### src/rtl/kasumi_mem_arbiter.sv
// kasumi_mem_arbiter: N-port, one-command-at-a-time arbiter in front of integrated_mem.
// One fixed-priority port plus round-robin for the rest; define KASUMI_ARB_WDT_EN for the write watchdog.
module kasumi_mem_arbiter #(
  parameter int NUM_PORTS  = 3,
  parameter int ADDR_W     = 32,
  parameter int DATA_W     = 32,
  parameter int PRIO_PORT  = 0,
  parameter int READ_LAT   = 1,
  parameter int WDT_CYCLES = 255
) (
  input  logic                        clk,
  input  logic                        reset,
  input  logic [NUM_PORTS-1:0]        req,
  input  logic [NUM_PORTS-1:0]        we,
  input  logic [NUM_PORTS*ADDR_W-1:0] addr,
  input  logic [NUM_PORTS*DATA_W-1:0] wdata,
  input  logic [NUM_PORTS*3-1:0]      funct3,
  output logic [NUM_PORTS-1:0]        ack,
  output logic [NUM_PORTS-1:0]        stall,
  output logic [DATA_W-1:0]           rdata,
  output logic                        err,
  output logic                        mem_valid,
  output logic                        mem_is_write,
  output logic [ADDR_W-1:0]           mem_addr,
  output logic [DATA_W-1:0]           mem_wdata,
  output logic [2:0]                  mem_funct3,
  input  logic [DATA_W-1:0]           mem_rdata,
  input  logic                        mem_busy
);

  localparam int PW = (NUM_PORTS > 1) ? $clog2(NUM_PORTS) : 1;
  localparam int LW = $clog2(READ_LAT + 1);
  localparam logic [PW-1:0] RR_INIT = (PRIO_PORT == 0) ? PW'(1) : PW'(0);

  if (NUM_PORTS < 2 || NUM_PORTS > 8) begin : g_bad_ports
    $error("kasumi_mem_arbiter: NUM_PORTS must be 2..8");
  end
  if (READ_LAT < 1 || READ_LAT > 4) begin : g_bad_lat
    $error("kasumi_mem_arbiter: READ_LAT must be 1..4");
  end
  if (WDT_CYCLES < 1) begin : g_bad_wdt
    $error("kasumi_mem_arbiter: WDT_CYCLES must be >= 1");
  end

  typedef enum logic [1:0] {
    IDLE    = 2'd0,
    RD_WAIT = 2'd1,
    WR_WAIT = 2'd2
  } state_t;

  state_t              state, state_nxt;
  logic [PW-1:0]       rr_ptr;
  logic [PW-1:0]       cur_port;
  logic [PW-1:0]       winner;
  logic [PW-1:0]       cand;
  logic                found;
  logic [NUM_PORTS-1:0] req_eff;
  logic [LW-1:0]       lat_cnt;
  logic                issue;
  logic                done;
  logic                wdt_fire;

  // Handshake: a requester holds req (with we/addr/wdata/funct3 stable) until it sees its
  // one-cycle ack; stall = req & ~ack. During the ack cycle that port's req is still high,
  // so it is masked out of arbitration for that cycle.
  assign stall = req & ~ack;

  function automatic logic [PW-1:0] next_port(input logic [PW-1:0] w);
    int n;
    n = int'(w) + 1;
    if (n >= NUM_PORTS) n = 0;
    if (n == PRIO_PORT) begin
      n = n + 1;
      if (n >= NUM_PORTS) n = 0;
    end
    return PW'(n);
  endfunction

  always_comb begin
    req_eff = req & ~ack;
    found   = 1'b0;
    winner  = '0;
    cand    = '0;
    if (req_eff[PRIO_PORT]) begin
      found  = 1'b1;
      winner = PW'(PRIO_PORT);
    end else begin
      for (int i = 0; i < NUM_PORTS; i++) begin
        cand = (int'(rr_ptr) + i >= NUM_PORTS) ? PW'(int'(rr_ptr) + i - NUM_PORTS)
                                               : PW'(int'(rr_ptr) + i);
        if (!found && int'(cand) != PRIO_PORT && req_eff[cand]) begin
          found  = 1'b1;
          winner = cand;
        end
      end
    end
  end

  always_comb begin
    state_nxt = state;
    issue     = 1'b0;
    done      = 1'b0;
    case (state)
      IDLE: begin
        if (found && !mem_busy) begin
          issue     = 1'b1;
          state_nxt = we[winner] ? WR_WAIT : RD_WAIT;
        end
      end
      RD_WAIT: begin
        if (lat_cnt == LW'(READ_LAT)) begin
          done      = 1'b1;
          state_nxt = IDLE;
        end
      end
      WR_WAIT: begin
        if (!mem_busy || wdt_fire) begin
          done      = 1'b1;
          state_nxt = IDLE;
        end
      end
      default: state_nxt = IDLE;
    endcase
  end

  always_ff @(posedge clk) begin
    if (reset) begin
      state        <= IDLE;
      rr_ptr       <= RR_INIT;
      cur_port     <= '0;
      lat_cnt      <= '0;
      ack          <= '0;
      rdata        <= '0;
      mem_valid    <= 1'b0;
      mem_is_write <= 1'b0;
      mem_addr     <= '0;
      mem_wdata    <= '0;
      mem_funct3   <= '0;
    end else begin
      state     <= state_nxt;
      mem_valid <= issue;
      ack       <= '0;
      if (issue) begin
        cur_port     <= winner;
        mem_is_write <= we[winner];
        mem_addr     <= addr[winner*ADDR_W +: ADDR_W];
        mem_wdata    <= wdata[winner*DATA_W +: DATA_W];
        mem_funct3   <= funct3[winner*3 +: 3];
        lat_cnt      <= LW'(1);
        if (int'(winner) != PRIO_PORT) rr_ptr <= next_port(winner);
      end else if (state == RD_WAIT && !done) begin
        lat_cnt <= lat_cnt + 1'b1;
      end
      if (done) begin
        ack[cur_port] <= 1'b1;
        if (state == RD_WAIT) rdata <= mem_rdata;
      end
    end
  end

`ifdef KASUMI_ARB_WDT_EN
  localparam int WW = $clog2(WDT_CYCLES + 1);
  logic [WW-1:0] wdt_cnt;
  logic          err_q;

  // Fires on the WDT_CYCLES-th busy cycle spent in WR_WAIT.
  assign wdt_fire = (state == WR_WAIT) && mem_busy && (wdt_cnt == WW'(WDT_CYCLES - 1));
  assign err      = err_q;

  always_ff @(posedge clk) begin
    if (reset) begin
      wdt_cnt <= '0;
      err_q   <= 1'b0;
    end else begin
      if (state != WR_WAIT || wdt_fire) wdt_cnt <= '0;
      else if (mem_busy)                wdt_cnt <= wdt_cnt + 1'b1;
      if (wdt_fire) err_q <= 1'b1;
    end
  end
`else
  assign wdt_fire = 1'b0;
  assign err      = 1'b0;
`endif

endmodule

### config.mk
export PLATFORM = sky130hd
export DESIGN_NAME = kasumi_mem_arbiter
export DESIGN_NICKNAME = d
export VERILOG_FILES = /design/src/rtl/kasumi_mem_arbiter.sv
export SDC_FILE = /design/constraint.sdc
export NUM_CORES = 1
export LEC_CHECK = 0
export CAP_MARGIN = 10
export CORE_AREA = 2 2 137 139
export CTS_CLUSTER_SIZE = 40
export DETAILED_ROUTE_END_ITERATION = 10
export DIE_AREA = 0 0 139 141
export HOLD_SLACK_MARGIN = 0.02
export PLACE_DENSITY_LB_ADDON = 0.15
export SKIP_LAST_GASP = 1
export SLEW_MARGIN = 40
export SYNTH_ARGS = -nofsm -noshare
export SYNTH_HDL_FRONTEND = slang
export SYNTH_SLANG_ARGS = --single-unit
export TNS_END_PERCENT = 10
### constraint.sdc
create_clock -name clk -period 5.2 [get_ports clk]
set_input_delay 0.52 -clock clk [delete_from_list [all_inputs] [get_ports clk]]
set_output_delay 0.52 -clock clk [all_outputs]
set_load 0.03 [all_outputs]
## Word level (Yosys, flattened, before mapping)

Index checks and enable logic that the tools add are counted.

- Register bits: 111
- Input port bits: 242
- Output and inout port bits: 108

- Add/sub/neg operators: 8
- Multiply operators: 1
- Order comparisons: 11
- Equal/unequal tests: 5
- Shift-type cells: 3
- Multiplexer cells: 41
- Bitwise gates (word level): 3
- Reductions and logical operators: 23

Operators with widths:

| cell | count |
|---|---|
| $shiftx A96 B8 Y32 | 2 |
| $mux W32 | 3 |
| $add A32 B2 Y32 const B | 1 |
| $ge A32 B3 Y1 const B | 1 |
| $logic_not A32 Y1 | 1 |
| $mux W2 | 13 |
| $mux W1 | 17 |
| $lt A2 B3 Y1 const B | 5 |
| $reduce_bool A2 Y1 | 5 |
| $ge A3 B2 Y1 const B | 3 |
| $shiftx A9 B5 Y3 | 1 |
| $bmux W1 S2 | 4 |
| $logic_and A1 B1 Y1 | 8 |
| $add A2 B1 Y3 const B | 2 |
| $ne A2 B2 Y1 const B | 3 |
| $pmux W2 S3 | 1 |
| $logic_not A1 Y1 | 4 |
| $mul A2 B2 Y4 const B | 1 |
| $reduce_and A2 Y1 | 2 |
| $sub A2 B1 Y2 const B | 2 |
| $add A2 B2 Y3 const B | 1 |
| $and A3 B3 Y3 | 1 |
| $mux W3 | 1 |
| $not A3 Y3 | 1 |
| 12 further kinds | 12 |

## Logic depth before layout (Yosys ltp)

Gate-level depths: netlist (run 1).

- Depth in word-level cells: 27
- Depth in mapped cells: 13

## Worst setup path before layout (run 1)

OpenSTA, ideal clock, no wires.

- Kind: register to register
- From: register rr_ptr[0]
- To: register mem_addr[22]
- Data arrival time: 2.676 ns
- Required time: 5.078 ns
- Path slack: 2.402 ns
- Cell stages (with the launch flop): 14
- Clock period less this slack: 2.798 ns
- Cells stage by stage: dfxtp_1 > inv_1 > ha_1 > buf_2 > or4b_1 > a31oi_1 > o221ai_2 > a21oi_2 > buf_6 > buf_8 > buf_8 > mux2i_1 > nor2_1 > a221o_1

- Cells in the longest elaborated chain, start to end: 20

RTL lines:

| element | line | text |
|---|---|---|
| from (decl) | 52 | `logic [PW-1:0] rr_ptr;` |
| parallel branches: the longest is 20 deep, another holds $sub A2 B2 Y2 | -- |  |
| to (signal assigned) | 146 | `mem_addr <= addr[winner*ADDR_W +: ADDR_W];` |
| to (decl) | 24 | `output logic [ADDR_W-1:0] mem_addr,` |

Several ways; the timed one is not identified. The select of a mux whose other input is x is not followed.
A chain may end at the register's enable or synchronous reset.

## Final worst setup path (run 1)

- From: register rr_ptr[0]
- To: register mem_is_write

- Cells in the longest elaborated chain, start to end: 20

RTL lines:

| element | line | text |
|---|---|---|
| $sub A2 B2 Y2 or $ge A2 B2 Y1 (tied branches) | 89 | `cand = (int'(rr_ptr) + i >= NUM_PORTS) ? PW'(int'(rr_ptr) + i - NUM_PORTS)` |
| $mux W2 | 89 |  |
| $bmux W1 S2 | 91 | `if (!found && int'(cand) != PRIO_PORT && req_eff[cand]) begin` |
| $mux W1 (not written as such) | 91 |  |
| $logic_and A1 B1 Y1 | 91 |  |
| $mux W1 | 91 |  |
| $mux W1 | 84 | `if (req_eff[PRIO_PORT]) begin` |
| $logic_not A1 Y1 | 91 |  |
| [3 not listed] | -- |  |
| $mux W1 | 84 |  |
| $logic_not A1 Y1 | 91 |  |
| $logic_and A1 B1 Y1 (2 in a row) | 91 |  |
| $mux W1 | 91 |  |
| $mux W1 | 84 |  |
| $logic_and A1 B1 Y1 | 105 | `if (found && !mem_busy) begin` |
| $mux W1 | 105 |  |
| $mux W1 | 103 | `case (state)` |
| to (signal assigned) | 145 | `mem_is_write <= we[winner];` |
| to (decl) | 23 | `output logic mem_is_write,` |

Several ways; a longest one is shown, not always the timed one. The select of a mux whose other input is x is not followed.

==> impl_results.rst, run 1 <==
.. list-table::
   :header-rows: 1

   * - Metric
     - Value
   * - Max-cap violations
     - 0
   * - CTS Buf Count
     - 9
   * - Avg Cell Area, Syn
     - 9.41 um2
   * - Post-route core utilization
     - 49.3%
   * - Buffer type at the clock tree root
     - sky130_fd_sc_hd__clkbuf_16
   * - Cell area after technology mapping
     - 0.00507 mm2
   * - First-pass GRT wire length
     - 28,800 um
   * - Class of the tightest hold or removal check
     - reg2reg
   * - Warning count from the yosys run
     - 0
   * - Antenna violations before repair
     - 1
   * - Relative slew slack
     - 52.5%
   * - Std-Cell Core Area
     - 0.0183 mm2
   * - Vias after detailed routing
     - around 5,400
   * - Total of hold buffers inserted after clock tree synthesis
     - 0
   * - Total number of H-tree levels
     - 3
   * - Worst Hold Path EP
     - rdata[6]
   * - Post-route cell area
     - ~0.0090 mm2
   * - Layout cells sized above 1
     - 4.49%
   * - Number of buffers on the longest clock path
     - 2
   * - Antenna violation net count after detailed routing
     - 0
   * - Width of the die
     - 139 um
   * - Filler-free cell count of the finished design
     - 1,104
   * - Total of buffers placed on input and output ports
     - 348
   * - Achievable clock frequency
     - 292 MHz
   * - Count of standard-cell rows
     - 50
   * - Worst-case setup margin in the final layout
     - 1.77 ns
   * - Via-per-instance ratio
     - 4.88
   * - Unique masters post-synth
     - 44
   * - Multi-input gate area in the final layout
     - ~0.0026 mm2
   * - Pin count of the biggest net entering global routing
     - 48
   * - Mapped Nets
     - 788
   * - Count of flip-flops with a built-in enable after synthesis
     - 0
   * - Final clock skew
     - 0.0108 ns
   * - Fraction of the cycle the final worst path needs
     - 65.9%
   * - Overall die area
     - 0.0196 mm2
   * - Hold path startpoint
     - rdata[6]
   * - Final weighted congestion of routability-driven global placement
     - 0.797
   * - Initial core utilization
     - 27.8%
   * - Clock-pin slew reported for the worst setup and hold paths after clock tree synthesis
     - 0.08 ns
   * - Area growth, synth to finish
     - 77.4%
   * - IO Pins
     - 350
   * - Number of instances in the placed design
     - 1,086
   * - Count of unresolved DRC violations after routing
     - 0
   * - Number of nets at the end of the flow
     - 1,113
   * - Overall power consumption
     - 2.63 mW
   * - Static Leak
     - 3.27 nW
   * - Run status
     - completed
   * - Vias in the first global route
     - 5,185
   * - Post-cts repair resize count
     - 0
   * - Maximum fanout along the worst path
     - 35
   * - Startpoint of the worst-slack reg-to-reg timing path
     - rr_ptr[0]
   * - CP required
     - 5.42 ns
   * - Die H
     - 141 um
   * - Worst-case vdd ir drop
     - 0.197 mV
   * - Category of the worst setup path launch point
     - register
   * - Setup repair after global routing missed its margin
     - false
   * - Portion of the post-synthesis area used by sequential elements
     - 43.8%
   * - Iteration-0 DRC count of the detailed router
     - around 230
   * - Final global-route overflow total
     - 0
   * - Critical path capture point type
     - register
   * - RR Endpoint
     - mem_is_write
   * - Post-Route Hold Slack
     - 0.454 ns
   * - Setup slack at placement
     - ~1.7 ns
   * - Slew at the pin closest to its max-slew limit
     - 0.710 ns
   * - Worst hold path depth
     - 2
   * - Number of endpoints failing setup at the final stage
     - 0
   * - Predominant post-synthesis flop cell
     - sky130_fd_sc_hd__dfxtp_1
   * - FF/Latch Area
     - 0.00222 mm2
   * - Number of pins with negative max-slew slack in the final report
     - 0
   * - Placed inst area
     - 0.00869 mm2
   * - Register-to-Register Setup Slack
     - approximately 1.8 ns
   * - Synthesized netlist cell count
     - around 540
   * - Clock tree from TritonCTS
     - yes
   * - Reg2reg path depth
     - 10
   * - Areal power density over the cells
     - 293 mW/mm2
   * - CP Class
     - reg2reg
   * - Hold Fails Final Rpt
     - 0
   * - Buffers inserted by post-CTS timing repair
     - 0
   * - Filler instances
     - 1,677
   * - First-pass iteration count of the detailed router
     - 4
   * - Total Wirelength
     - 19,200 um
   * - Total half-perimeter wirelength after legalization and detailed placement
     - about 15,000 um
   * - Data arrival at the endpoint of the critical path
     - 3.65 ns
   * - Count of clock tree sinks
     - between 100 and 150
   * - Clock insertion delay at the later pin of the skew report
     - around 0.36 ns
   * - Minimum clock period
     - 3.43 ns
   * - Routed len/inst
     - 17.4 um
   * - Share of synthesized registers carrying an async set or reset
     - 0%
   * - Overall track demand over capacity in global routing
     - between 15 and 20%
   * - Final TNS setup
     - 0 ns
   * - Flop and latch count out of synthesis
     - 111
report_power, final:
group	internal, mW	total [mW]	switching [mW]
logic	0.478	0.955	0.477
clock network	0.335	0.680	0.345
registers	0.946	0.998	0.0528
metal layers:
metal  vias up  wire [um]  track usage (%)
li1       2609          -                -
met1      2535       7770             21.1
met2       231       9550             32.4
met3        17       1580             6.15
met4         0        310             5.74
met5         -          0                0
worst max-delay path, stage by stage (launching register included):
cell and delay, ns:
sky130_fd_sc_hd__dfxtp_1 0.39, sky130_fd_sc_hd__inv_1 0.08, sky130_fd_sc_hd__ha_1 0.41, sky130_fd_sc_hd__or4b_1 0.53
sky130_fd_sc_hd__a31oi_1 0.23, sky130_fd_sc_hd__o221ai_2 0.15, sky130_fd_sc_hd__a21oi_4 0.15, sky130_fd_sc_hd__buf_4 0.50
sky130_fd_sc_hd__mux2_1 0.40, sky130_fd_sc_hd__a22oi_2 0.26, sky130_fd_sc_hd__a211oi_1 0.13
cells in the final DEF, fill, tap and decap left out, drive strengths merged, types with 3 or more instances in the layout:
cell,count
clkdlybuf4s50,347
a221o,67
mux2i,67
o21ai,6
a211oi,4
nor2,77
clkbuf,10
nor3b,4
dfxtp,111
ha,7
nor2b,3
buf,9
inv,14
nand2,72
a31oi,3
a21oi,39
Yosys cell counts, types with 3 or more instances:
master	n	area [um2]
sky130_fd_sc_hd__a211oi_1	4	30.0
sky130_fd_sc_hd__a21oi_1	38	190
sky130_fd_sc_hd__a221o_1	67	671
sky130_fd_sc_hd__a31oi_1	3	18.8
sky130_fd_sc_hd__buf_2	12	60.1
sky130_fd_sc_hd__buf_4	7	52.6
sky130_fd_sc_hd__clkbuf_1	18	67.6
sky130_fd_sc_hd__dfxtp_1	111	2220
sky130_fd_sc_hd__ha_1	7	87.6
sky130_fd_sc_hd__inv_1	10	37.5
sky130_fd_sc_hd__mux2i_1	67	671
sky130_fd_sc_hd__nand2_1	71	267
sky130_fd_sc_hd__nor2_1	77	289
sky130_fd_sc_hd__nor2b_1	3	18.8
sky130_fd_sc_hd__nor3b_1	4	30.0
sky130_fd_sc_hd__o21ai_0	5	25.0
registers in the layout, indices dropped and copies added, names as in the netlist:
signal	count
rr_ptr	2
mem_addr	32
rdata	32
mem_valid	1
mem_is_write	1
cur_port	2
mem_wdata	32
mem_funct3	3
lat_cnt	1
state	2
ack	3
worst max-delay path by stage:
stage / startpoint / end / slack (ns) / cells after the start
finish: rr_ptr[0] / mem_is_write / 1.77 / 10
global route: rr_ptr[0] / state[0] / 1.57 / 10
CTS: rr_ptr[0] / mem_is_write / 1.77 / 10
detailed placement: req[2] / mem_addr[26] / 1.67 / 9
global placement: req[0] / mem_is_write / 1.75 / 9
floorplan: rr_ptr[0] / mem_addr[22] / 2.40 / 13
layout make-up:
class                      instances  area share (%)
clock buffer                      10            2.54
sequential                       111            24.7
tap                              234            3.25
timing repair buffer             356            39.6
clock inverter                     6           0.556
antenna                            1          0.0278
multi-input combinational        376            28.9
inverter                          10           0.417
logic make-up (layout without fill, tap and decap cells):
kind of cell | after synthesis | after routing | synth area share, %
AOI/OAI and AO/OA | 129 | 129 | 20.9
muxes | 68 | 68 | 13.4
other | 1 | 2 | 0.0739
and+or+nand+nor | 171 | 171 | 14.6
adders and majority gates | 7 | 7 | 1.73
buffers and inverters | 52 | 382 | 5.40
DFF | 111 | 111 | 43.8
(Power assumes the default switching activity.)
==> run 2: changes to the inputs <==
==> constraint.sdc (replaced) <==
create_clock -name clk -period 3.06 [get_ports clk]
set_input_delay 0.306 -clock clk [delete_from_list [all_inputs] [get_ports clk]]
set_output_delay 0.306 -clock clk [all_outputs]
set_load 0.03 [all_outputs]
==> impl_results.rst, run 2 (synthesis gave the netlist of run 1 again) <==
.. list-table::
   :header-rows: 1

   * - Metric
     - Value
   * - Static Leak
     - 3.45 nW (+5.5%)
   * - Placed inst area
     - 0.00889 mm2 (+2.3%)
   * - Achievable clock frequency
     - 343 MHz (+18%)
   * - Count of standard-cell rows
     - 50 (unchanged)
   * - Routed len/inst
     - 17.5 um (+0.53%)
   * - IO Pins
     - 350 (unchanged)
   * - Data arrival at the endpoint of the critical path
     - 3.16 ns (-0.49 ns)
   * - Count of unresolved DRC violations after routing
     - 0 (unchanged)
   * - Number of nets at the end of the flow
     - 1,140 (+2.4%)
   * - Hold path startpoint
     - reset
   * - Class of the tightest hold or removal check
     - in2reg
   * - CP max stage cell
     - sky130_fd_sc_hd__or4b_1
   * - Setup slack at placement
     - -0.0297 ns (-1.70 ns)
   * - Antenna violation net count after detailed routing
     - 0 (unchanged)
   * - Minimum clock period
     - 2.91 ns (-0.517 ns)
   * - Cell-by-cell listing of the critical path
     - inv_1 > ha_1 > or4b_1 > a31oi_2 > o221ai_2 > a21oi_4 > buf_8 > buf_12 > mux2i_2 > nor2_1 > a221o_1
   * - Clock tree from TritonCTS
     - yes
   * - Max-cap violations
     - 0 (unchanged)
   * - Final weighted congestion of routability-driven global placement
     - 0.844 (+5.9%)
   * - Overall track demand over capacity in global routing
     - 18.9% (+0.48 points)
   * - Post-route core utilization
     - 51.3% (+2.0 points)
   * - RR Endpoint
     - mem_addr[0]
   * - Setup repair after global routing missed its margin
     - false
   * - Startpoint of the worst-slack reg-to-reg timing path
     - rr_ptr[0]
   * - Run status
     - completed
   * - Gate power share
     - 37.0% (+0.7 points)
   * - Total half-perimeter wirelength after legalization and detailed placement
     - 14,900 um (+2.4%)
   * - Clock share of power
     - 26.7% (+0.9 points)
   * - Reg power frac
     - 36.2% (-1.7 points)
   * - Width of the die
     - 139 um (unchanged)
   * - Final TNS setup
     - 0 ns (unchanged)
   * - Final clock skew
     - 0.0105 ns (-0.000355 ns)
   * - Areal power density over the cells
     - 501 mW/mm2 (+71%)
   * - Filler-free cell count of the finished design
     - 1,130 (+2.4%)
   * - Area growth, synth to finish
     - 84.6%
   * - Met3 WL
     - 1690 um (+6.8%)
   * - Fraction of the cycle the final worst path needs
     - 95.1% (+29 points)
   * - Worst-case setup margin in the final layout
     - 0.149 ns (-1.62 ns)
   * - Delay of the slowest cell on the worst path
     - 0.53 ns (about the same)
   * - Most common library cell in the layout ignoring fill and taps
     - sky130_fd_sc_hd__clkdlybuf4s50_1
   * - Post-route cell area
     - 0.00936 mm2 (+4.1%)
   * - Clock-pin slew reported for the worst setup and hold paths after clock tree synthesis
     - 0.08 ns (about the same)
   * - First-pass GRT wire length
     - 29,600 um (+2.9%)
   * - Final global-route overflow total
     - 0 (unchanged)
   * - Hold Fails Final Rpt
     - 0 (unchanged)
   * - Number of pins with negative max-slew slack in the final report
     - 0 (unchanged)
   * - Std-Cell Core Area
     - 0.0183 mm2 (unchanged)
   * - Vias in the first global route
     - 5,425 (+4.6%)
   * - Pin count of the biggest net entering global routing
     - 68 (+42%)
   * - Vias after detailed routing
     - 5,504 (+2.1%)
   * - Layout cells sized above 1
     - 8.26% (+3.8 points)
   * - DR top layer
     - met4
   * - Die H
     - 141 um (unchanged)
   * - Buffer type at the clock tree root
     - sky130_fd_sc_hd__clkbuf_16
   * - Worst-case vdd ir drop
     - 0.324 mV (+64%)
   * - Overall die area
     - 0.0196 mm2 (unchanged)
   * - Switching Share
     - 32.5% (-0.70 points)
   * - CP Class
     - reg2reg
   * - Initial core utilization
     - 27.8% (unchanged)
   * - Leading cell types in the layout, fill and taps excluded
     - sky130_fd_sc_hd__clkdlybuf4s50_1, sky130_fd_sc_hd__dfxtp_1, sky130_fd_sc_hd__nor2_1
   * - Category of the worst setup path launch point
     - register
   * - Filler instances
     - 1,660 (-1.0%)
   * - Worst Hold Path EP
     - mem_is_write
   * - Count of clock tree sinks
     - 111 (unchanged)
   * - Reg2reg path depth
     - 11 (+1)
   * - Maximum fanout along the worst path
     - 13 (-63%)
   * - Total Wirelength
     - 19,800 um (+2.9%)
   * - First-pass iteration count of the detailed router
     - 4 (unchanged)
   * - Antenna violations before repair
     - 0 (-1)
   * - CTS Buf Count
     - 9 (unchanged)
   * - Met1 layer wirelength in the final routing
     - 7820 um (+0.60%)
   * - Registers with the highest flip-flop counts
     - mem_addr x32, mem_wdata x32, rdata x32
   * - Internal Pwr Total
     - 3.16 mW (+80%)
   * - Critical path capture point type
     - register
   * - Total number of H-tree levels
     - 3 (unchanged)
   * - Overall power consumption
     - 4.69 mW (+78%)
   * - Register-to-Register Setup Slack
     - 0.15 ns (-1.62 ns)
   * - Number of buffers on the longest clock path
     - 2 (unchanged)
   * - Met2 wire len
     - 9870 um (+3.4%)
   * - CP required
     - 3.30 ns (-2.12 ns)
   * - Number of instances in the placed design
     - 1,106 (+1.8%)
   * - Antenna diode count
     - 0 (-1)
   * - Number of endpoints failing setup at the final stage
     - 0 (unchanged)
   * - Iteration-0 DRC count of the detailed router
     - 233 (-0.43%)
   * - Net switching component of the power
     - 1.52 mW (+74%)
   * - Via-per-instance ratio
     - 4.87 (-0.27%)
   * - Total of buffers placed on input and output ports
     - 348 (unchanged)
   * - Worst hold path depth
     - 2 (unchanged)
   * - Post-Route Hold Slack
     - 0.247 ns (-0.207 ns)
   * - Clock insertion delay at the later pin of the skew report
     - 0.36 ns (about the same)
## run 2: layer usage
metal	global-route usage (%)	vias up
li1	-	2658
met1	22.3	2563
met2	32.5	258
met3	6.22	25
met4	6.01	0
met5	0	-
## run 2: power groups by stage
| stage | sequential, mW | clock [mW] | combinational, mW |
|---|---|---|---|
| floorplan | 2.01 | 0 | 0.580 |
| global placement | 1.72 | 0 | 1.65 |
| detailed placement | 1.73 | 0 | 1.67 |
| CTS | 1.70 | 1.29 | 1.68 |
| global route | 1.72 | 1.36 | 1.83 |
| finish | 1.70 | 1.25 | 1.74 |
## run 2: layout make-up
| class | instances | area (um2) | share of cell area [%] |
|---|---|---|---|
| Clock buffer | 9 | 225 | 2.41 |
| Clock inverter | 7 | 87.6 | 0.935 |
| Inverter | 10 | 37.5 | 0.401 |
| Multi-Input combinational cell | 376 | 2630 | 28.1 |
| Sequential cell | 111 | 2220 | 23.7 |
| Tap cell | 234 | 293 | 3.13 |
| Timing Repair Buffer | 383 | 3870 | 41.3 |
## run 2: worst max-delay path: cells and delay by family, from the launching register on
family / cells / cell delay [ns]
AOI/OAI and AO/OA: 4 / 0.87
and+or+nand+nor: 2 / 0.59
buffers and inverters: 3 / 0.42
DFF: 1 / 0.35
adders and majority gates: 1 / 0.31
muxes: 1 / 0.25
## run 2: worst max-delay path by stage
stage               startpoint       endpoint  cells past startpoint  slack [ns]
finish               rr_ptr[0]    mem_addr[0]                     11        0.15
global route         rr_ptr[0]    mem_addr[0]                     11        0.05
CTS                  rr_ptr[0]   mem_addr[10]                     11        0.03
detailed placement      req[0]  mem_wdata[12]                     10       -0.03
global placement        req[1]   mem_addr[31]                      8       -0.06
floorplan            rr_ptr[0]   mem_addr[22]                     13        0.26
## run 2: what timing repair did
action,CTS,global route
cloned,0,2
setup buffers,0,6
pin swaps,0,2
resized for setup,1,15
endpoints found under the setup margin,1,48
hold buffers,0,0
==> run 3: changes to the inputs <==
==> constraint.sdc (replaced) <==
create_clock -name clk -period 3.7 [get_ports clk]
set_input_delay 0.37 -clock clk [delete_from_list [all_inputs] [get_ports clk]]
set_output_delay 0.37 -clock clk [all_outputs]
set_load 0.03 [all_outputs]
==> impl_results.rst, run 3 (synthesis gave the netlist of run 1 again) <==
.. list-table::
   :header-rows: 1

   * - Metric
     - Value
   * - Run status
     - completed
   * - Maximum fanout along the worst path
     - 23 (+10)
   * - Reg2reg path depth
     - 10 (-1)
   * - Die H
     - 141 um (unchanged)
   * - First-pass iteration count of the detailed router
     - 4 (unchanged)
   * - Count of clock tree sinks
     - 111 (unchanged)
   * - Number of endpoints failing setup at the final stage
     - 0 (unchanged)
   * - Worst Hold Path EP
     - rdata[20]
   * - Count of standard-cell rows
     - 50 (unchanged)
   * - Hold Fails Final Rpt
     - 0 (unchanged)
   * - Vias in the first global route
     - 5,566 (+2.6%)
   * - Buffers inserted by post-CTS timing repair
     - 0 (unchanged)
   * - Fraction of the cycle the final worst path needs
     - 87.8% (-7.4 points)
   * - RR Endpoint
     - mem_wdata[27]
   * - Leading cell types in the layout, fill and taps excluded
     - sky130_fd_sc_hd__clkdlybuf4s50_1, sky130_fd_sc_hd__dfxtp_1, sky130_fd_sc_hd__nor2_1
   * - CP Class
     - reg2reg
   * - Class of the tightest hold or removal check
     - reg2reg
   * - Hold path startpoint
     - rdata[20]
   * - Category of the worst setup path launch point
     - register
   * - IO Pins
     - 350 (unchanged)
   * - Post-Route Hold Slack
     - 0.454 ns (+0.207 ns)
   * - Layout cells sized above 1
     - 5.03% (-3.2 points)
   * - Areal power density over the cells
     - 412 mW/mm2 (-18%)
   * - Routed len/inst
     - 17.7 um (+0.95%)
   * - Critical path origin
     - rr_ptr[0]
   * - Static Leak
     - 3.31 nW (-4.2%)
   * - Max-cap violations
     - 0 (unchanged)
   * - Number of buffers on the longest clock path
     - 2 (unchanged)
   * - Number of pins with negative max-slew slack in the final report
     - 0 (unchanged)
   * - Achievable clock frequency
     - 308 MHz (-10%)
   * - Setup slack at placement
     - 0.431 ns (+0.461 ns)
   * - Number of nets at the end of the flow
     - 1,118 (-1.9%)
   * - Post-cts repair resize count
     - 0 (-1)
   * - Total Wirelength
     - 19,600 um (-0.93%)
   * - Clock insertion delay at the later pin of the skew report
     - 0.35 ns (about the same)
   * - CP required
     - 3.94 ns (+0.64 ns)
   * - Final clock skew
     - 0.0125 ns (+0.00206 ns)
   * - Clock-pin slew reported for the worst setup and hold paths after clock tree synthesis
     - 0.08 ns (about the same)
   * - First-pass GRT wire length
     - 30,500 um (+3.0%)
   * - Initial core utilization
     - 27.8% (unchanged)
   * - Registers with the highest flip-flop counts
     - mem_addr x32, mem_wdata x32, rdata x32
   * - Vias after detailed routing
     - 5,400 (-1.9%)
   * - Data arrival at the endpoint of the critical path
     - 3.49 ns (+0.33 ns)
   * - Pin count of the biggest net entering global routing
     - 68 (unchanged)
   * - Filler instances
     - 1,683 (+1.4%)
   * - Final TNS setup
     - 0 ns (unchanged)
   * - CTS Buf Count
     - 9 (unchanged)
   * - Switching Share
     - 33.0% (+0.47 points)
   * - Relative slew slack
     - 47.8%
   * - Worst-case setup margin in the final layout
     - 0.452 ns (+0.303 ns)
   * - Register-to-Register Setup Slack
     - 0.45 ns (+0.30 ns)
   * - Antenna violations before repair
     - 1 (+1)
   * - Count of unresolved DRC violations after routing
     - 0 (unchanged)
   * - Total of hold buffers inserted after clock tree synthesis
     - 0 (unchanged)
   * - Slew at the pin closest to its max-slew limit
     - 0.784 ns
   * - Startpoint of the worst-slack reg-to-reg timing path
     - rr_ptr[0]
   * - Overall track demand over capacity in global routing
     - 19.4% (+0.50 points)
   * - Final global-route overflow total
     - 0 (unchanged)
   * - Clock share of power
     - 26.5% (-0.2 points)
   * - Width of the die
     - 139 um (unchanged)
   * - Overall die area
     - 0.0196 mm2 (unchanged)
   * - Total number of H-tree levels
     - 3 (unchanged)
   * - Internal Pwr Total
     - 2.50 mW (-21%)
   * - Clock tree from TritonCTS
     - yes
   * - Critical path capture point type
     - register
   * - Std-Cell Core Area
     - 0.0183 mm2 (unchanged)
   * - Antenna violation net count after detailed routing
     - 0 (unchanged)
   * - Total of buffers placed on input and output ports
     - 348 (unchanged)
   * - Buffer type at the clock tree root
     - sky130_fd_sc_hd__clkbuf_16
   * - Gate power share
     - 36.0% (-1.0 points)
   * - Filler-free cell count of the finished design
     - 1,109 (-1.9%)
   * - Number of instances in the placed design
     - 1,092 (-1.3%)
   * - Via-per-instance ratio
     - 4.87 (about the same)
   * - Minimum clock period
     - 3.25 ns (+0.337 ns)
   * - Final weighted congestion of routability-driven global placement
     - 0.879 (+4.2%)
   * - Reg power frac
     - 37.5% (+1.3 points)
   * - Iteration-0 DRC count of the detailed router
     - 199 (-15%)
   * - Worst hold path depth
     - 2 (unchanged)
   * - Setup repair after global routing missed its margin
     - false
   * - Area growth, synth to finish
     - 78.6%
   * - Total half-perimeter wirelength after legalization and detailed placement
     - 15,000 um (+0.22%)
   * - Most common library cell in the layout ignoring fill and taps
     - sky130_fd_sc_hd__clkdlybuf4s50_1
   * - Worst-case vdd ir drop
     - 0.206 mV (-36%)
   * - Net switching component of the power
     - 1.23 mW (-19%)
run 3: cell types whose count changed in the layout (fill, tap and decap cells not counted), moves of 2 or more:
cell                        before  now
sky130_fd_sc_hd__mux2i_2         5    0
sky130_fd_sc_hd__buf_8           2    0
sky130_fd_sc_hd__buf_4          25   10
sky130_fd_sc_hd__mux2i_1        61   67
sky130_fd_sc_hd__buf_12          6    3
sky130_fd_sc_hd__clkbuf_16      11    9
sky130_fd_sc_hd__clkinv_4        0    2
run 3: per-layer routing:
layer  part of all wire, %  GRT usage (%)  wire length, um  up-vias
met4                   1.6           6.11              318        0
met5                     0              0                0        -
met1                    39           21.9             7650     2535
met2                    51           34.5             9940      217
met3                   8.6           6.59             1680       22
li1                      -              -                -     2626
run 3: power by group through the flow:
stage	Sequential, mW	Clock, mW	Combinational [mW]
6_report	1.40	0.989	1.34
2_1_floorplan	1.67	0	0.480
5_1_grt	1.42	1.08	1.43
3_5_place_dp	1.43	0	1.35
4_1_cts	1.40	1.04	1.36
3_3_place_gp	1.42	0	1.34
run 3: cell type report:
class,instances,area (um2),share of cell area [%]
Timing Repair Buffer,361,3610,39.9
Multi-Input combinational cell,376,2590,28.6
Sequential cell,111,2220,24.5
Tap cell,234,293,3.23
Clock buffer,10,239,2.64
Clock inverter,6,57.6,0.635
Inverter,10,37.5,0.414
Antenna cell,1,2.50,0.0276
run 3: worst max path at each step:
| stage | to | slack (ns) |
|---|---|---|
| final | mem_wdata[27] | 0.45 |
| after floorplan | mem_addr[22] | 0.90 |
| after global routing | mem_wdata[9] | 0.18 |
| after detailed placement | mem_wdata[27] | 0.43 |
| after global placement | mem_wdata[27] | 0.54 |
| after CTS | mem_wdata[27] | 0.39 |
run 3: critical path, stage by stage, from the launching register on:
cell	delay, ns
sky130_fd_sc_hd__dfxtp_1	0.38
sky130_fd_sc_hd__inv_1	0.08
sky130_fd_sc_hd__ha_1	0.41
sky130_fd_sc_hd__or4b_1	0.53
sky130_fd_sc_hd__a31oi_1	0.24
sky130_fd_sc_hd__o221ai_2	0.16
sky130_fd_sc_hd__a21oi_4	0.45
sky130_fd_sc_hd__buf_12	0.27
sky130_fd_sc_hd__mux2i_1	0.25
sky130_fd_sc_hd__nor2_1	0.07
sky130_fd_sc_hd__a221o_1	0.28
run 3: through the flow:
| stage | total power, mW | cell area (um2) | utilization [%] |
|---|---|---|---|
| after global placement | 2.76 | 8760 | 47.9 |
| final | 3.74 | 9060 | 49.6 |
| after CTS | 3.80 | 9050 | 49.6 |
| after global routing | 3.93 | 9050 | 49.6 |
| after floorplan | 2.15 | 5070 | - |
| after detailed placement | 2.78 | 8760 | 47.9 |
